### src/rtl/ask_fsk_demod_pkg.sv
// Shared definitions for the ASK/FSK receiver: FSM encodings, mode codes and
// a width helper for the window/crossing counters.
package ask_fsk_demod_pkg;

   typedef logic [1:0] state_t;

   localparam state_t ST_IDLE = 2'd0;
   localparam state_t ST_ACQ  = 2'd1;
   localparam state_t ST_RUN  = 2'd2;

   localparam logic MODE_ASK = 1'b0;
   localparam logic MODE_FSK = 1'b1;

   function automatic int clog2(input int value);
      int r;
      int v;
      r = 0;
      v = value - 1;
      while (v > 0) begin
         r = r + 1;
         v = v >> 1;
      end
      return r;
   endfunction

endpackage

### src/rtl/ask_fsk_demod_abs_sat.sv
// Saturating magnitude of a two's-complement sample; the most negative code
// maps to the largest positive code so the result fits in W-1 bits.
module abs_sat #(
   parameter int W = 8
) (
   input  logic [W-1:0] x,
   output logic [W-2:0] mag
);

   logic [W-1:0] neg_s;

   // negate and clamp the single code that has no positive counterpart
   always_comb begin
      neg_s = {W{1'b0}} - x;
      if (x[W-1] == 1'b0) begin
         mag = x[W-2:0];
      end else if (x == {1'b1, {(W-1){1'b0}}}) begin
         mag = {(W-1){1'b1}};
      end else begin
         mag = neg_s[W-2:0];
      end
   end

endmodule

### src/rtl/ask_fsk_demod.sv
// Receive-side ASK/FSK demodulator: one bit per SPB-sample window, decided by
// windowed peak magnitude (ASK) or windowed zero-crossing count (FSK).
module ask_fsk_demod
   import ask_fsk_demod_pkg::*;
#(
   parameter int W          = 8,
   parameter int SPB        = 256,
   parameter int ZC_THRESH  = 5,
   parameter int AMP_THRESH = 64
) (
   input  logic         clk,
   input  logic         rst,
   input  logic         en,
   input  logic         mode,
   input  logic         s_valid,
   input  logic [W-1:0] s_data,
   output logic         bit_out,
   output logic         bit_valid,
   output logic         locked,
   output logic         lost
);

   localparam int CW = clog2(SPB + 1);
   localparam logic [CW-1:0] SPB_C = CW'(SPB);
   localparam logic [CW-1:0] ZC_C  = CW'(ZC_THRESH);
   localparam logic [W-2:0]  AMP_C = (W-1)'(AMP_THRESH);

   state_t        state_r, state_nx_s;
   logic          prev_sign_r, prev_sign_nx_s;
   logic [CW-1:0] win_cnt_r, win_cnt_nx_s;
   logic [CW-1:0] zc_cnt_r, zc_cnt_nx_s;
   logic [W-2:0]  peak_r, peak_nx_s;
   logic          bit_out_r, bit_out_nx_s;
   logic          bit_valid_r, bit_valid_nx_s;
   logic          locked_r;
   logic          lost_r, lost_nx_s;

   logic [W-2:0]  mag_s;
   logic          sign_s;
   logic          cross_s;
   logic [CW-1:0] win_inc_s;
   logic [CW-1:0] zc_incl_s;
   logic [W-2:0]  peak_max_s;

   abs_sat #(.W(W)) u_abs_sat (
      .x   (s_data),
      .mag (mag_s)
   );

   assign sign_s     = s_data[W-1];
   assign cross_s    = (sign_s != prev_sign_r);
   assign win_inc_s  = win_cnt_r + {{(CW-1){1'b0}}, 1'b1};
   assign zc_incl_s  = (zc_cnt_r == SPB_C) ? zc_cnt_r : (zc_cnt_r + {{(CW-1){1'b0}}, cross_s});
   assign peak_max_s = (mag_s > peak_r) ? mag_s : peak_r;

   // next-state, window accumulation and decision logic
   always_comb begin
      state_nx_s     = state_r;
      prev_sign_nx_s = prev_sign_r;
      win_cnt_nx_s   = win_cnt_r;
      zc_cnt_nx_s    = zc_cnt_r;
      peak_nx_s      = peak_r;
      bit_out_nx_s   = bit_out_r;
      bit_valid_nx_s = 1'b0;
      lost_nx_s      = 1'b0;
      if (!en) begin
         state_nx_s   = ST_IDLE;
         win_cnt_nx_s = {CW{1'b0}};
         zc_cnt_nx_s  = {CW{1'b0}};
         peak_nx_s    = {(W-1){1'b0}};
      end else begin
         case (state_r)
            ST_IDLE: begin
               state_nx_s = ST_ACQ;
            end
            ST_ACQ: begin
               if (s_valid) begin
                  prev_sign_nx_s = sign_s;
                  if (mag_s >= AMP_C) begin
                     // the acquiring sample is already sample 1 of the first window
                     state_nx_s   = ST_RUN;
                     win_cnt_nx_s = {{(CW-1){1'b0}}, 1'b1};
                     peak_nx_s    = mag_s;
                     zc_cnt_nx_s  = {CW{1'b0}};
                  end else begin
                     state_nx_s = ST_ACQ;
                  end
               end else begin
                  state_nx_s = ST_ACQ;
               end
            end
            ST_RUN: begin
               if (s_valid) begin
                  prev_sign_nx_s = sign_s;
                  if (win_inc_s == SPB_C) begin
                     win_cnt_nx_s = {CW{1'b0}};
                     zc_cnt_nx_s  = {CW{1'b0}};
                     peak_nx_s    = {(W-1){1'b0}};
                     if ((mode == MODE_FSK) && (zc_incl_s == {CW{1'b0}})) begin
                        lost_nx_s  = 1'b1;
                        state_nx_s = ST_ACQ;
                     end else if (mode == MODE_FSK) begin
                        bit_valid_nx_s = 1'b1;
                        bit_out_nx_s   = (zc_incl_s >= ZC_C);
                     end else begin
                        bit_valid_nx_s = 1'b1;
                        bit_out_nx_s   = (peak_max_s >= AMP_C);
                     end
                  end else begin
                     win_cnt_nx_s = win_inc_s;
                     zc_cnt_nx_s  = zc_incl_s;
                     peak_nx_s    = peak_max_s;
                  end
               end else begin
                  state_nx_s = ST_RUN;
               end
            end
            default: begin
               state_nx_s   = ST_IDLE;
               win_cnt_nx_s = {CW{1'b0}};
               zc_cnt_nx_s  = {CW{1'b0}};
               peak_nx_s    = {(W-1){1'b0}};
            end
         endcase
      end
   end

   // state and output registers
   always_ff @(posedge clk or negedge rst) begin
      if (!rst) begin
         state_r     <= ST_IDLE;
         prev_sign_r <= 1'b0;
         win_cnt_r   <= {CW{1'b0}};
         zc_cnt_r    <= {CW{1'b0}};
         peak_r      <= {(W-1){1'b0}};
         bit_out_r   <= 1'b0;
         bit_valid_r <= 1'b0;
         locked_r    <= 1'b0;
         lost_r      <= 1'b0;
      end else begin
         state_r     <= state_nx_s;
         prev_sign_r <= prev_sign_nx_s;
         win_cnt_r   <= win_cnt_nx_s;
         zc_cnt_r    <= zc_cnt_nx_s;
         peak_r      <= peak_nx_s;
         bit_out_r   <= bit_out_nx_s;
         bit_valid_r <= bit_valid_nx_s;
         locked_r    <= (state_nx_s == ST_RUN);
         lost_r      <= lost_nx_s;
      end
   end

   assign bit_out   = bit_out_r;
   assign bit_valid = bit_valid_r;
   assign locked    = locked_r;
   assign lost      = lost_r;

endmodule

### config.mk
export PLATFORM = sky130hd
export DESIGN_NAME = ask_fsk_demod
export DESIGN_NICKNAME = d
export VERILOG_FILES = /design/src/rtl/ask_fsk_demod_pkg.sv /design/src/rtl/ask_fsk_demod_abs_sat.sv /design/src/rtl/ask_fsk_demod.sv
export SDC_FILE = /design/constraint.sdc
export NUM_CORES = 1
export LEC_CHECK = 0
export CORE_ASPECT_RATIO = 0.5
export CORE_UTILIZATION = 47
export DETAILED_ROUTE_END_ITERATION = 6
export PLACE_DENSITY = 0.66
export SKIP_CTS_REPAIR_TIMING = 1
export SLEW_MARGIN = 20
export SYNTH_ARGS = -nofsm -noshare
export SYNTH_HDL_FRONTEND = slang
export SYNTH_SLANG_ARGS = --single-unit
### constraint.sdc
create_clock -name clk -period 4.15 [get_ports clk]
set_clock_uncertainty 0.2 [all_clocks]
set_input_delay 1.245 -clock clk [delete_from_list [all_inputs] [get_ports clk]]
set_output_delay 1.245 -clock clk [all_outputs]
set_load 0.01 [all_outputs]
==> metrics <==
DP Worst Slack=-421 ps; cts bufs inserted=5; Tot GR Track Use=0.244; core box area=around 4600 µm²; peak supply drop=0.168 mV; ys flop type=dfrtp_1; endpoint class of the critical path=flop; clk root buf=clkbuf_8; FFs w/ async S/R, synth=1.00; clk slew on worst S/H paths=roughly 70 ps; Max-Cap Viols=0; status=complete, no violations; unrepaired setup endpoints after global routing=false; sequential-to-total area share from yosys stat=0.335; portion of netlist area occupied by mux cells=0.00942; GP Congestion=between 0.8 and 0.9; fin crit period=between 4000 and 5000 ps; Layout Area Growth over Synthesis=25.1%; crit path buf inv count=1; Syn Std Cell Area=around 2400 µm²; FF/Latch Area=between 800 and 900 µm²; first-pass GRT wire length=~10 mm; adder-cell share of the synthesized area=0.0785; flops & latches, synth=32; post-synth cell types=slightly below 60; via density per instance=5.77; fin util=0.645; WS Path Type=primary input to flop; Layout Nets=roughly 340; syn nets=295; total gr overflow=0; largest fanout on the critical path=6; H-Tree Depth=2; Power per Cell Area=294 nW/µm²; fin worst setup slack=about 120 ps; antenna violations before repair=0; 1st-iter DRT viols=100; xor and xnor area share after synthesis=0.0293; post-route design area=approximately 3000 µm²; startpoint types=primary input; first drt pass iteration count=4; sink count of the clock tree=32; required time worst endpoint=between 4000 and 5000 ps; fill count=a little over 400; final worst path period share=0.970; Total Wirelength=roughly 5.8 mm; hold path start=win_cnt_r[8]$_DFFE_PN0P_; clk_lat worst skew=280 ps; cells after synthesis=about 270; CP Cell Sequence=clkdlybuf4s50_1, or3_4, or4_4, nand2_2, ha_1, a211oi_2, o21bai_2, o21ba_4, a31o_2, a22o_2; Synth Warn #=0; Final Non-Filler Cells=380; vias in the first global route=approximately 2000; Post-Synth Simple-Gate Area=0.237; number of I/O pins=17; fmax=roughly 250 MHz; final setup violation count=0; CP max-delay cell=or4_4; CP startpoint=s_data[2]; row count=17; Synth area leaders=dfrtp_1, ha_1, nand2_1; die height=52.4 µm; Starting Density=0.516; Post-DP Area=approximately 2800 µm²; TritonCTS clock tree=built; cell family contributing the most delay on the critical path=compound AO/OA/AOI/OAI gates; main combinational cell family by area after synthesis=compound AO/OA/AOI/OAI gates; slowest stage delay, CP=530 ps; # DRC=0; area of the multi-input gates=around 1500 µm²; Relative slew margins=0.565; clk buf depth=2; worst r2r src=prev_sign_r$_DFFE_PN0P_; final hold viol count=0; Slew Limit Fails=0; Worst Path Arrival=4000 ps; hold crit path type=flop to flop; full die area=about 5400 µm²; average size of a mapped cell=roughly 9.0 µm²; Power Total=roughly 0.9 mW; post-synthesis compound-gate area fraction=0.266; pin count of the biggest net entering global routing=33; port bufs=16; post-synth top area cell=dfrtp_1; Final ANT Viol Nets=0; post-DR wirelength/cell=15.3 µm; EDFF count, synth=0; vias=2191; share of the synthesized area in the top cell type=0.335; share of layout cells above drive strength 1=0.236; Chip Width=between 100 and 150 µm; slew at the pin with the worst max-slew slack=652 ps; leakage=roughly 1.3 nW; n_diodes=0; dpl cells=between 300 and 400; placed wire-length estimate=~4.3 mm
-- worst paths after layout --
path / slack, ps / depth (start not counted) / to
max reg2reg: 1350 / 10 / bit_out$_DFFE_PN0P_
min reg2reg: 300 / 2 / win_cnt_r[8]$_DFFE_PN0P_
min: 300 / 2 / win_cnt_r[8]$_DFFE_PN0P_
max in group asynchronous: 2290 / 2 / win_cnt_r[4]$_DFFE_PN0P_
min in group asynchronous: 1150 / 2 / state_r[1]$_DFF_PN0_
max: 120 / 10 / peak_r[5]$_DFFE_PN0P_
-- stage by stage --
stage               setup TNS [ps]  hold slack, ps
floorplan                        0             264
global placement             -2770             277
detailed placement           -3180             291
CTS                          -1520             307
global route                     0             344
finish                           0             303
-- layer usage --
metal | vias up | global-route usage | share of wire | wire (µm)
met1 | 1049 | 0.326 | 0.50 | 2910
met5 | - | 0 | 0 | 0
met2 | 44 | 0.402 | 0.45 | 2630
met4 | 0 | 0.0516 | 0.0024 | 14
met3 | 2 | 0.0587 | 0.042 | 243
li1 | 1096 | - | - | -
-- Yosys cell counts, types with 2 or more instances --
master / instances
nor2b_1: 8
and3_1: 7
nand2b_1: 2
or2_2: 2
o41ai_1: 2
or3_1: 4
ha_1: 15
o21a_1: 2
o31ai_4: 2
nor2_1: 15
and2_1: 2
xor2_1: 5
a22o_2: 6
dfrtp_1: 32
a22o_1: 5
nand2_1: 31
nand3_1: 9
o31ai_1: 7
a31oi_1: 2
or3_4: 2
xnor2_1: 3
a32o_1: 5
a21oi_1: 5
buf_2: 4
inv_1: 12
nor4b_1: 2
o21ai_0: 17
nor4_1: 2
nand3b_1: 2
nand4_1: 4
mux2_2: 2
nor3_1: 11
a21o_1: 3
a211oi_1: 5
a211o_1: 4
clkbuf_1: 4
-- placed cells by master, fill, tap and decap left out, types with 9 or more instances in the layout --
master and count:
nor2_1 15, inv_1 12, nor3_1 10, ha_1 15, buf_4 34, nand2_1 30, clkdlybuf4s50_1 16, dfrtp_1 32
o21ai_0 16, nand3_1 9
-- cell families after synthesis --
family                     Yosys count
and+or+nand+nor                    108
muxes                                2
buffers and inverters               23
AOI/OAI and AO/OA                   79
xor gates and xnor gates             8
adders and majority gates           15
DFF                                 32
-- power by group --
group          internal (mW)  switching, mW
clock network          0.178          0.120
logic                  0.109          0.139
registers              0.322         0.0106
-- worst register-to-register path: stages (launching register included) --
cell	delay (ps)
dfrtp_1	400
xor2_1	260
ha_1	230
ha_1	230
a2111o_1	150
o21ai_0	70
a41oi_1	310
nor3_1	110
buf_4	170
nor3_1	210
mux2_2	360
-- flip-flops by register name, indices dropped and copies added, names as in the netlist --
signal / flops
win_cnt_r: 9
zc_cnt_r: 9
peak_r: 7
state_r: 2
bit_out: 1
bit_valid: 1
locked: 1
lost: 1
prev_sign_r: 1
-- area by class of cell --
cell class	instances	share of cell area
Clock inverter	2	0.0117
Inverter	12	0.0151
Timing Repair Buffer	50	0.139
Clock buffer	6	0.0243
Tap cell	66	0.0276
Sequential cell	32	0.268
Multi-Input combinational cell	212	0.515
Power figures use the tool's default switching activity.
